$ cat config.mk
export PLATFORM = sky130hd
export DESIGN_NAME = iir_decim_out
export DESIGN_NICKNAME = d
export VERILOG_FILES = /design/src/rtl/iir_decim_out.sv
export SDC_FILE = /design/constraint.sdc
export NUM_CORES = 1
export LEC_CHECK = 0
export ABC_AREA = 0
export CAP_MARGIN = 20
export CORE_MARGIN = 5
export CORE_UTILIZATION = 40
export DETAILED_ROUTE_END_ITERATION = 10
export MAX_ROUTING_LAYER = met4
export PLACE_DENSITY = 0.65
export REMOVE_ABC_BUFFERS = 1
export SETUP_SLACK_MARGIN = 0.3
export SLEW_MARGIN = 10
export SYNTH_ARGS = -nofsm -noshare
export SYNTH_HDL_FRONTEND = slang
export SYNTH_SLANG_ARGS = --single-unit
$ cat constraint.sdc
create_clock -name clk -period 5.98 [get_ports clk]
set_input_delay 1.196 -clock clk [delete_from_list [all_inputs] [get_ports clk]]
set_output_delay 1.196 -clock clk [all_outputs]
set_load 0.01 [all_outputs]
$ cat src/rtl/iir_decim_out.sv
// Decimating output stage for the Q20 IIR: keeps every DECIM-th sample, shifts and
// saturates it to OUT_W bits, and queues it in a small FIFO drained over valid/ready.
module iir_decim_out #(
    parameter int DECIM = 16,
    parameter int SHIFT = 8,
    parameter int OUT_W = 16,
    parameter int DEPTH = 8
) (
    input  logic                     clk,
    input  logic                     rst,
    input  logic                     en,
    input  logic [31:0]              y_in,
    output logic [OUT_W-1:0]         m_data,
    output logic                     m_valid,
    input  logic                     m_ready,
    output logic [$clog2(DEPTH):0]   level,
    output logic                     sat_flag,
    output logic                     ovf_flag,
    input  logic                     flag_clr
);

    localparam int CW = (DECIM > 1) ? $clog2(DECIM) : 1;
    localparam int AW = $clog2(DEPTH);
    localparam int LW = AW + 1;
    localparam logic [CW-1:0] CNT_LAST = CW'(DECIM - 1);
    localparam logic [LW-1:0] LVL_FULL = LW'(DEPTH);
    localparam logic signed [32:0] SAT_MAX = (33'sd1 <<< (OUT_W - 1)) - 33'sd1;
    localparam logic signed [32:0] SAT_MIN = -(33'sd1 <<< (OUT_W - 1));

    // Shift then clip; MSB of the result is the clip indication.
    function automatic logic [OUT_W:0] sat_shift(input logic [31:0] y);
        logic signed [31:0] v;
        logic signed [32:0] vx;
        v  = $signed(y) >>> SHIFT;
        vx = {v[31], v};
        if (vx > SAT_MAX) begin
            return {1'b1, SAT_MAX[OUT_W-1:0]};
        end else if (vx < SAT_MIN) begin
            return {1'b1, SAT_MIN[OUT_W-1:0]};
        end else begin
            return {1'b0, v[OUT_W-1:0]};
        end
    endfunction

    logic [CW-1:0]    cnt_r;
    logic [OUT_W-1:0] stage_d_r;
    logic             stage_v_r;
    logic [AW-1:0]    wr_ptr_r;
    logic [AW-1:0]    rd_ptr_r;
    logic [LW-1:0]    level_r;
    logic [OUT_W-1:0] m_data_r;
    logic             m_valid_r;
    logic             sat_flag_r;
    logic             ovf_flag_r;
    logic [OUT_W-1:0] mem_r [DEPTH];

    logic             capture_s;
    logic [OUT_W:0]   sat_s;
    logic             pop_s;
    logic             push_s;
    logic             drop_s;
    logic [AW-1:0]    rd_nxt_s;
    logic [LW-1:0]    lvl_nxt_s;
    logic [OUT_W-1:0] head_nxt_s;

    assign capture_s = en && (cnt_r == CNT_LAST);
    assign sat_s     = sat_shift(y_in);

    // Decimation phase counter; en low freezes it.
    always_ff @(posedge clk or negedge rst) begin
        if (!rst) begin
            cnt_r <= CW'(0);
        end else if (en) begin
            cnt_r <= (cnt_r == CNT_LAST) ? CW'(0) : cnt_r + CW'(1);
        end else begin
            cnt_r <= cnt_r;
        end
    end

    // Capture register holding the shifted, saturated kept sample for one cycle.
    always_ff @(posedge clk or negedge rst) begin
        if (!rst) begin
            stage_d_r <= OUT_W'(0);
            stage_v_r <= 1'b0;
        end else if (capture_s) begin
            stage_d_r <= sat_s[OUT_W-1:0];
            stage_v_r <= 1'b1;
        end else begin
            stage_v_r <= 1'b0;
        end
    end

    // FIFO control plus the next head, so m_data can be registered yet track rd_ptr.
    always_comb begin
        pop_s      = m_valid_r && m_ready;
        push_s     = 1'b0;
        drop_s     = 1'b0;
        rd_nxt_s   = rd_ptr_r + AW'(pop_s);
        lvl_nxt_s  = level_r;
        head_nxt_s = mem_r[rd_nxt_s];
        if (stage_v_r) begin
            push_s = (level_r != LVL_FULL) || pop_s;
            drop_s = !push_s;
        end else begin
            push_s = 1'b0;
            drop_s = 1'b0;
        end
        case ({push_s, pop_s})
            2'b10:   lvl_nxt_s = level_r + LW'(1);
            2'b01:   lvl_nxt_s = level_r - LW'(1);
            default: lvl_nxt_s = level_r;
        endcase
        // A write landing on the slot that becomes the head bypasses the memory read.
        if (push_s && (wr_ptr_r == rd_nxt_s)) begin
            head_nxt_s = stage_d_r;
        end else begin
            head_nxt_s = mem_r[rd_nxt_s];
        end
    end

    // Storage array: contents need no reset, occupancy is tracked by level.
    always_ff @(posedge clk) begin
        if (push_s) begin
            mem_r[wr_ptr_r] <= stage_d_r;
        end
    end

    // Pointers, occupancy and registered output view of the FIFO head.
    always_ff @(posedge clk or negedge rst) begin
        if (!rst) begin
            wr_ptr_r  <= AW'(0);
            rd_ptr_r  <= AW'(0);
            level_r   <= LW'(0);
            m_data_r  <= OUT_W'(0);
            m_valid_r <= 1'b0;
        end else begin
            wr_ptr_r  <= wr_ptr_r + AW'(push_s);
            rd_ptr_r  <= rd_nxt_s;
            level_r   <= lvl_nxt_s;
            m_valid_r <= (lvl_nxt_s != LW'(0));
            m_data_r  <= (lvl_nxt_s != LW'(0)) ? head_nxt_s : OUT_W'(0);
        end
    end

    // Sticky flags; a set event on the same edge as flag_clr takes priority.
    always_ff @(posedge clk or negedge rst) begin
        if (!rst) begin
            sat_flag_r <= 1'b0;
            ovf_flag_r <= 1'b0;
        end else begin
            sat_flag_r <= (capture_s && sat_s[OUT_W]) ? 1'b1 : (flag_clr ? 1'b0 : sat_flag_r);
            ovf_flag_r <= drop_s ? 1'b1 : (flag_clr ? 1'b0 : ovf_flag_r);
        end
    end

    assign m_data   = m_data_r;
    assign m_valid  = m_valid_r;
    assign level    = level_r;
    assign sat_flag = sat_flag_r;
    assign ovf_flag = ovf_flag_r;

endmodule

==> impl_metrics.py, run 1 <==
metrics = {
    "synthesis": {
        "synth.largest_area_cell": "edfxtp_1",
        "ys_types": 39,
        "synthCells": 408,
        "syn_avg_cell_area_um2": 17.4,
        "yosysTopAreaCellShare_pct": 54.2,
        "ys_seq_elements": 178,
        "yosys_warnings": 0,
        "seq_area_frac_synth_pct": 71.9,
        "synthFlopType": "edfxtp_1",
        "async_flop_share_pct": 28.1,
        "syn-cell-area_um2": 7090,
        "synth_area_leaders": "edfxtp_1 (54%), dfrtp_1 (18%), mux4_2 (10%), a211oi_2 (2.8%), mux2i_1 (2.3%)",
        "synth_edf_count": 128,
    },
    "worst_setup_path": {
        "path_max_fanout": 32,
        "reg2reg_from": "m_valid$_DFF_PN0_",
        "reg2regPathDepth": 9,
        "worstPathArrival_ps": 4290,
        "cp-startpoint": "m_ready",
        "r2r_setup_slack_ps": 2760,
        "critPathKind": "input port to flop",
        "crit_end": "m_data[15]$_DFF_PN0_",
        "critPathLaunchType": "input port",
        "crit_path_end_kind": "flop",
        "r2r_end": "m_data[15]$_DFF_PN0_",
        "critical_path_required_ps": 6250,
    },
    "sta": {
        "fin_crit_ps": 4020,
        "rsz0062_at_grt": "false",
        "finalHoldViolCount": 0,
        "tightest_slew_ps": 1100,
        "setup_violations": 0,
        "max-slew-margin-rel_pct": 26.9,
        "clock_skew_ps": 9.84,
        "fin_tns_setup_ps": 0,
        "slew_viol_final": 0,
        "timing.fmax_ghz": 0.249,
        "final.period_utilization_pct": 67.3,
    },
    "clock_network": {
        "clockBufferDepth": 2,
        "clock_sinks": 178,
        "cts-root-buf": "clkbuf_16",
        "numCtsBuffers": 17,
        "clkTransAtPathRegs_ps": 60,
        "worstSkewPairLatency_ps": 430,
        "cts_tree": "done",
        "holdBufCountCts": 0,
        "htree_levels": 4,
        "cts_setup_buffers": 0,
        "cts_resized": 0,
    },
    "floorplan": {
        "fp.coreArea_um2": 17400,
        "die_h_um": 143,
        "chipWidth_um": 143,
        "rows": 48,
        "initial_utilization_pct": 40.8,
        "die_area_um2": 20500,
        "ios": 60,
    },
    "routing": {
        "drtAntennaViolNets": 0,
        "drtIter0Drc": 219,
        "vias_per_cell": 5.20,
        "first_pass_iters": 6,
        "wl_per_cell_um": 20.5,
        "postRouteWirelength_mm": 14.4,
        "drc_errors": 0,
        "vias": 3667,
    },
    "placed_design": {
        "gp_congestion": 0.709,
        "dp.cells": 671,
        "portBuffers": 51,
        "dpl.hpwl_mm": 8.13,
    },
    "grt": {
        "grt_first_pass_wirelength_mm": 22.9,
        "grt_util_all_layers_pct": 15.7,
        "grt_pass1_vias": 3959,
        "grt_start_max_net_pins": 51,
        "grt_overflow": 0,
        "antenna_found_initial": 0,
    },
    "hold_path": {
        "hold_path_class": "flop to flop",
        "holdPathStages": 1,
    },
    "pwr": {
        "power_uw": 4380,
        "p_leak_uw": 0.00306,
        "p_per_area_nw_per_um2": 516,
        "vdd_drop_max_mv": 0.240,
    },
    "finish": {
        "area_delta_synth_final_pct": 19.9,
        "layout_common_cells": "edfxtp_1 (128), dfrtp_1 (50), clkdlybuf4s50_1 (50)",
        "num_antenna_cells": 0,
        "final_nets": 510,
        "n_fill_cell": 1438,
        "layout_commonest_cell": "edfxtp_1",
        "fin_cells": 705,
        "drive_above_1_share_pct": 21.5,
    },
    "run": {
        "max-cap-violations": 0,
    },
    "status": {
        "status": "finished, final reports clean",
    },
}
cells in the mapped netlist, types with 3 or more instances:
master and instances:
edfxtp_1 128, dfrtp_1 50, nor2_1 36, mux4_2 32, nand2_1 26, o21ai_1 20, a211oi_2 16, mux2i_1 16
clkbuf_1 11, buf_2 7, inv_1 7, ha_1 6, nor3_1 5, xnor2_1 5, inv_2 4, nand4_1 4
a21oi_1 3, nor4_1 3, xor2_1 3
flip-flops by register name, summed over array words and instances, names as in the netlist:
name / cells
mem_r: 128
m_data: 16
stage_d_r: 16
cnt_r: 4
level: 4
rd_ptr_r: 3
wr_ptr_r: 3
m_valid: 1
ovf_flag: 1
sat_flag: 1
stage_v_r: 1
critical path: stages:
cell and delay (ps):
clkdlybuf4s50_1 460, and2_1 200, ha_2 170, ha_1 230
xnor2_4 820, xnor2_1 120, or4_1 520, buf_4 290
nor2_1 190, a211oi_2 80
how the worst min path moves through the flow:
stage	startpoint	endpoint	slack [ps]
final	cnt_r[3]$_DFFE_PN0P_	cnt_r[3]$_DFFE_PN0P_	500
after global routing	cnt_r[3]$_DFFE_PN0P_	cnt_r[3]$_DFFE_PN0P_	530
after CTS	cnt_r[3]$_DFFE_PN0P_	cnt_r[3]$_DFFE_PN0P_	500
after detailed placement	cnt_r[3]$_DFFE_PN0P_	cnt_r[3]$_DFFE_PN0P_	490
after global placement	cnt_r[3]$_DFFE_PN0P_	cnt_r[3]$_DFFE_PN0P_	470
after floorplan	cnt_r[3]$_DFFE_PN0P_	cnt_r[3]$_DFFE_PN0P_	450
cell families after synthesis:
family | synth area share (%)
flops | 71.9
mux | 12.9
buf+inv | 1.98
simple gates | 5.53
xor+xnor | 1.38
compound gates | 5.26
fa+ha+maj | 1.06
power breakdown:
| part | total (uW) | switching (uW) | internal, uW |
|---|---|---|---|
| clock network | 1070 | 432 | 634 |
| logic | 1450 | 666 | 788 |
| registers | 1860 | 229 | 1630 |
per-layer routing:
layer	up-vias	part of all wire [%]	GRT usage (%)
met5	-	0	-
met4	0	1.0	4.50
met3	15	5.4	3.78
met2	94	51	25.2
met1	1870	42	20.0
li1	1688	-	-
metrics by stage:
step                hold slack, ps  worst slack [ps]  instance area, um2  utilization, %
global route                   534              1790                8500            48.9
detailed placement             492              1480                7890            45.5
finish                         500              1960                8500            48.9
CTS                            499              1910                8450            48.7
global placement               472              1540                7890            45.5
floorplan                      451              1750                6990               -
cell type report:
class / instances / area, um2 / area share (%)
clock buffers: 25 / 475 / 5.60
clock inverters: 7 / 85.1 / 1.00
inverters: 11 / 41.3 / 0.486
multi-input cells: 199 / 1920 / 22.6
flip-flops and latches: 178 / 5090 / 60.0
well taps: 225 / 282 / 3.31
repair buffers: 60 / 601 / 7.07
No activity file was read; power rests on OpenSTA's default activity.
==> run 2, diff against run 1 <==
--- a/config.mk
+++ b/config.mk
@@ -11,7 +11,7 @@
 export CORE_UTILIZATION = 40
 export DETAILED_ROUTE_END_ITERATION = 10
 export MAX_ROUTING_LAYER = met4
-export PLACE_DENSITY = 0.65
+export PLACE_DENSITY = 0.67
 export REMOVE_ABC_BUFFERS = 1
 export SETUP_SLACK_MARGIN = 0.3
 export SLEW_MARGIN = 10
==> constraint.sdc (replaced) <==
create_clock -name clk -period 3.7 [get_ports clk]
set_input_delay 0.74 -clock clk [delete_from_list [all_inputs] [get_ports clk]]
set_output_delay 0.74 -clock clk [all_outputs]
set_load 0.01 [all_outputs]
==> impl_metrics.py, run 2 (synthesis results as in run 1) <==
metrics = {
    "placed_design": {
        "dp.cells": 685,
        "portBuffers": 51,
        "postPlaceCellArea_um2": 7980,
        "gp_congestion": 0.791,
        "dpl.hpwl_mm": 8.66,
    },
    "grt": {
        "grt_util_all_layers_pct": 15.3,
        "antenna_found_initial": 0,
        "grt_pass1_vias": 3979,
        "grt_first_pass_wirelength_mm": 22.3,
        "grt_overflow": 0,
        "grt_start_max_net_pins": 34,
    },
    "routing": {
        "postRouteWirelength_mm": 14.0,
        "drtIter0Drc": 244,
        "drc_errors": 0,
        "vias": 3765,
        "first_pass_iters": 4,
        "drtAntennaViolNets": 0,
        "wl_per_cell_um": 19.6,
        "vias_per_cell": 5.25,
    },
    "pwr": {
        "p_per_area_nw_per_um2": 822,
        "vdd_drop_max_mv": 0.564,
        "p_leak_uw": 0.00309,
    },
    "status": {
        "status": "finished, final reports clean",
    },
    "worst_setup_path": {
        "critical_path_required_ps": 3970,
        "path_max_fanout": 32,
        "critPathLaunchType": "input port",
        "max_stage_delay_ps": 510,
        "crit_chain": "clkdlybuf4s50_1 > and2_1 > ha_2 > ha_1 > xnor2_4 > xnor2_1 > or4_1 > buf_4 > nor2_1 > a211oi_2",
        "crit_path_end_kind": "flop",
        "worstPathArrival_ps": 3150,
        "cpMaxStageDelayCell": "or4_1",
        "critPathKind": "input port to flop",
    },
    "finish": {
        "final_nets": 522,
        "area_delta_synth_final_pct": 19.9,
        "largest_register": "mem_r",
        "drive_above_1_share_pct": 22.0,
        "seq_area_um2": 5090,
        "largest_register_ffs": 128,
        "multi_input_area_um2": 1880,
        "fin_cells": 717,
        "final_core_util_pct": 48.9,
        "n_fill_cell": 1413,
        "num_antenna_cells": 0,
        "layout_commonest_cell": "edfxtp_1",
        "design_area_um2": 8490,
        "layout_common_cells": "edfxtp_1 (128), dfrtp_1 (50), clkdlybuf4s50_1 (50)",
    },
    "sta": {
        "setup_violations": 0,
        "tightest_slew_ps": 790,
        "max-slew-margin-rel_pct": 47.2,
        "fin_crit_ps": 2870,
        "slew_viol_final": 0,
        "final.period_utilization_pct": 77.6,
        "whs_ps": 282,
        "finalHoldViolCount": 0,
        "timing.fmax_ghz": 0.348,
        "rsz0062_at_grt": "false",
        "clock_skew_ps": 10.2,
    },
    "floorplan": {
        "rows": 48,
        "fp.coreArea_um2": 17400,
        "die_area_um2": 20500,
        "chipWidth_um": 143,
        "ios": 60,
        "initial_utilization_pct": 40.8,
        "die_h_um": 143,
    },
    "clock_network": {
        "clockBufferDepth": 2,
        "clkTransAtPathRegs_ps": 60,
        "cts_tree": "done",
        "numCtsBuffers": 17,
        "htree_levels": 4,
        "cts-root-buf": "clkbuf_16",
        "cts_setup_buffers": 0,
        "clock_sinks": 178,
        "holdBufCountCts": 0,
        "worstSkewPairLatency_ps": 430,
        "cts_resized": 0,
    },
    "hold_path": {
        "hold_path_class": "input port to asynchronous set/reset pin",
    },
    "run": {
        "max-cap-violations": 0,
    },
}
==> run 2: cell count changes in the layout (fill, tap and decap cells not counted), sizes merged <==
cell	before	now
bufinv	2	1
buf	10	22
clkinv	5	6
==> run 2: cell type report <==
| type | instances | area share (%) |
|---|---|---|
| Sequential cell | 178 | 60.0 |
| Multi-Input combinational cell | 199 | 22.2 |
| Timing Repair Buffer | 72 | 7.95 |
| Clock buffer | 25 | 5.36 |
| Tap cell | 225 | 3.31 |
| Clock inverter | 7 | 0.722 |
| Inverter | 11 | 0.486 |
==> run 2: path summary, 6_finish.rpt <==
check,from,to,slack (ps),cells past startpoint
worst max-delay path,m_ready,m_data[7]$_DFF_PN0_,830,10
worst min-delay path,rst,m_data[4]$_DFF_PN0_,280,1
worst max register to register,level[1]$_DFF_PN0_,m_data[7]$_DFF_PN0_,1170,6
worst min register to register,cnt_r[3]$_DFFE_PN0P_,cnt_r[3]$_DFFE_PN0P_,520,1
max in group asynchronous,rst,rd_ptr_r[2]$_DFF_PN0_,2640,2
min in group clk,cnt_r[3]$_DFFE_PN0P_,cnt_r[3]$_DFFE_PN0P_,520,1
==> run 2: through the flow <==
| stage | worst slack [ps] | setup TNS (ps) | power [uW] |
|---|---|---|---|
| after floorplan | -76.7 | -1230 | 4610 |
| after global placement | 402 | 0 | 5380 |
| after detailed placement | 380 | 0 | 5480 |
| after CTS | 820 | 0 | 7080 |
| after global routing | 676 | 0 | 7390 |
| final | 828 | 0 | 6980 |
==> run 2: power breakdown <==
| group | leakage [uW] | total, uW | internal (uW) | switching, uW |
|---|---|---|---|---|
| Combinational | 0.00104 | 2390 | 1310 | 1070 |
| Clock | 0.000252 | 1600 | 918 | 682 |
| Sequential | 0.00180 | 3000 | 2640 | 360 |
==> run 2: worst max-delay path: cells and delay by family <==
kind            cells  cell delay [ps]
buf+inv             2              760
compound gates      1               70
simple gates        3              870
fa+ha+maj           2              400
xor+xnor            2              290
==> run 2: per-layer routing <==
metal / vias to the layer above / part of all wire, % / global-route usage, %
li1: 1710 / - / -
met1: 1942 / 43 / 19.8
met2: 96 / 50 / 23.9
met3: 17 / 6.0 / 3.52
met4: 0 / 1.5 / 5.35
met5: - / 0 / -
==> run 3, diff against run 2 <==
--- a/config.mk
+++ b/config.mk
@@ -11,7 +11,7 @@
 export CORE_UTILIZATION = 40
 export DETAILED_ROUTE_END_ITERATION = 10
 export MAX_ROUTING_LAYER = met4
-export PLACE_DENSITY = 0.67
+export PLACE_DENSITY = 0.65
 export REMOVE_ABC_BUFFERS = 1
 export SETUP_SLACK_MARGIN = 0.3
 export SLEW_MARGIN = 10
==> constraint.sdc (replaced) <==
create_clock -name clk -period 2.89 [get_ports clk]
set_input_delay 0.578 -clock clk [delete_from_list [all_inputs] [get_ports clk]]
set_output_delay 0.578 -clock clk [all_outputs]
set_load 0.01 [all_outputs]
==> impl_metrics.py, run 3 (synthesis results as in run 1) <==
metrics = {
    "routing": {
        "vias_per_cell": 5.28,
        "drtAntennaViolNets": 0,
        "first_pass_iters": 4,
        "vias": 3830,
        "drc_errors": 0,
        "drtIter0Drc": 296,
        "postRouteWirelength_mm": 14.6,
        "wl_per_cell_um": 20.1,
    },
    "worst_setup_path": {
        "reg2reg_from": "m_valid$_DFF_PN0_",
        "path_max_fanout": 16,
        "worstPathArrival_ps": 2810,
        "critical_path_required_ps": 3190,
        "critPathLaunchType": "input port",
        "cp-startpoint": "m_ready",
        "r2r_end": "m_data[5]$_DFF_PN0_",
        "critPathKind": "input port to flop",
        "r2r_setup_slack_ps": 530,
        "crit_path_end_kind": "flop",
        "reg2regPathDepth": 9,
    },
    "placed_design": {
        "portBuffers": 51,
        "gp_congestion": 0.734,
        "dp.cells": 692,
        "postPlaceCellArea_um2": 8090,
        "dpl.hpwl_mm": 8.95,
    },
    "status": {
        "status": "finished, final reports clean",
    },
    "sta": {
        "timing.fmax_ghz": 0.398,
        "max-slew-margin-rel_pct": 36.8,
        "clock_skew_ps": 6.51,
        "rsz0062_at_grt": "false",
        "finalHoldViolCount": 0,
        "final.period_utilization_pct": 86.9,
        "setup_violations": 0,
        "whs_ps": 303,
        "fin_crit_ps": 2510,
        "tightest_slew_ps": 948,
        "slew_viol_final": 0,
    },
    "floorplan": {
        "fp.coreArea_um2": 17400,
        "rows": 48,
        "ios": 60,
        "die_h_um": 143,
        "initial_utilization_pct": 40.8,
        "die_area_um2": 20500,
        "chipWidth_um": 143,
    },
    "clock_network": {
        "holdBufCountCts": 0,
        "clock_sinks": 178,
        "cts-root-buf": "clkbuf_16",
        "clkTransAtPathRegs_ps": 60,
        "cts_tree": "done",
        "numCtsBuffers": 17,
        "htree_levels": 4,
        "clockBufferDepth": 2,
        "worstSkewPairLatency_ps": 420,
    },
    "grt": {
        "grt_util_all_layers_pct": 15.8,
        "grt_first_pass_wirelength_mm": 23.2,
        "grt_pass1_vias": 4156,
        "grt_overflow": 0,
        "grt_start_max_net_pins": 38,
        "antenna_found_initial": 0,
    },
    "finish": {
        "num_antenna_cells": 0,
        "largest_register_ffs": 128,
        "final_nets": 530,
        "layout_common_cells": "edfxtp_1 (128), dfrtp_1 (50), clkdlybuf4s50_1 (50)",
        "drive_above_1_share_pct": 25.0,
        "layout_commonest_cell": "edfxtp_1",
        "n_fill_cell": 1431,
        "design_area_um2": 8690,
        "area_delta_synth_final_pct": 22.6,
        "final_core_util_pct": 50.1,
        "largest_register": "mem_r",
        "fin_cells": 725,
    },
    "hold_path": {
        "hold_path_class": "input port to asynchronous set/reset pin",
    },
    "pwr": {
        "vdd_drop_max_mv": 0.523,
        "p_per_area_nw_per_um2": 1060,
        "p_leak_uw": 0.00316,
    },
    "run": {
        "max-cap-violations": 0,
    },
}
## run 3: how the worst max path moves through the flow
stage                     slack [ps]  cells past startpoint                  end
after floorplan                 -720                      6  m_data[0]$_DFF_PN0_
after global placement          -100                     10  m_data[6]$_DFF_PN0_
after detailed placement        -140                     10  m_data[6]$_DFF_PN0_
after CTS                        310                     10  m_data[5]$_DFF_PN0_
after global routing             300                     10  m_data[6]$_DFF_PN0_
final                            380                     10  m_data[5]$_DFF_PN0_
## run 3: cell type report
| type | count | area (um2) | area share (%) |
|---|---|---|---|
| Timing Repair Buffer | 80 | 813 | 9.36 |
| Sequential cell | 178 | 5090 | 58.6 |
| Clock inverter | 10 | 114 | 1.31 |
| Tap cell | 225 | 282 | 3.24 |
| Clock buffer | 22 | 444 | 5.11 |
| Multi-Input combinational cell | 199 | 1900 | 21.8 |
| Inverter | 11 | 41.3 | 0.475 |
## run 3: per-layer routing
layer  vias to the layer above  share of wire, %  GRT usage, %
li1                       1731                 -             -
met1                      1983                44          20.4
met2                       102                50          25.5
met3                        14               4.7          3.38
met4                         0               1.1          4.35
met5                         -                 0             -
## run 3: timing repair
action	in CTS	in global routing
endpoints found under the setup margin	0	16
resized for setup	0	6
hold endpoints to repair	0	0
setup buffers	0	0
## run 3: through the flow
| stage | TNS [ps] | total power, uW | setup WS, ps |
|---|---|---|---|
| 4_1_cts | 0 | 9340 | 305 |
| 2_1_floorplan | -11590 | 5910 | -725 |
| 3_5_place_dp | -2000 | 7170 | -136 |
| 6_report | 0 | 9250 | 378 |
| 3_3_place_gp | -1420 | 7050 | -104 |
| 5_1_grt | 0 | 9770 | 298 |
## run 3: report_power, final
group          switching (uW)  total, uW  internal, uW
registers                 489       3860          3370
logic                    1390       3210          1820
clock network             902       2170          1270
total                    2790       9250          6460
## run 3: worst max-delay path, cell delays in order
cell and delay (ps):
clkdlybuf4s50_1 430, and2_1 170, ha_2 170, ha_1 240
xnor2_4 160, xnor2_1 130, or4_4 540, buf_6 190
nor2_1 130, a211oi_2 60
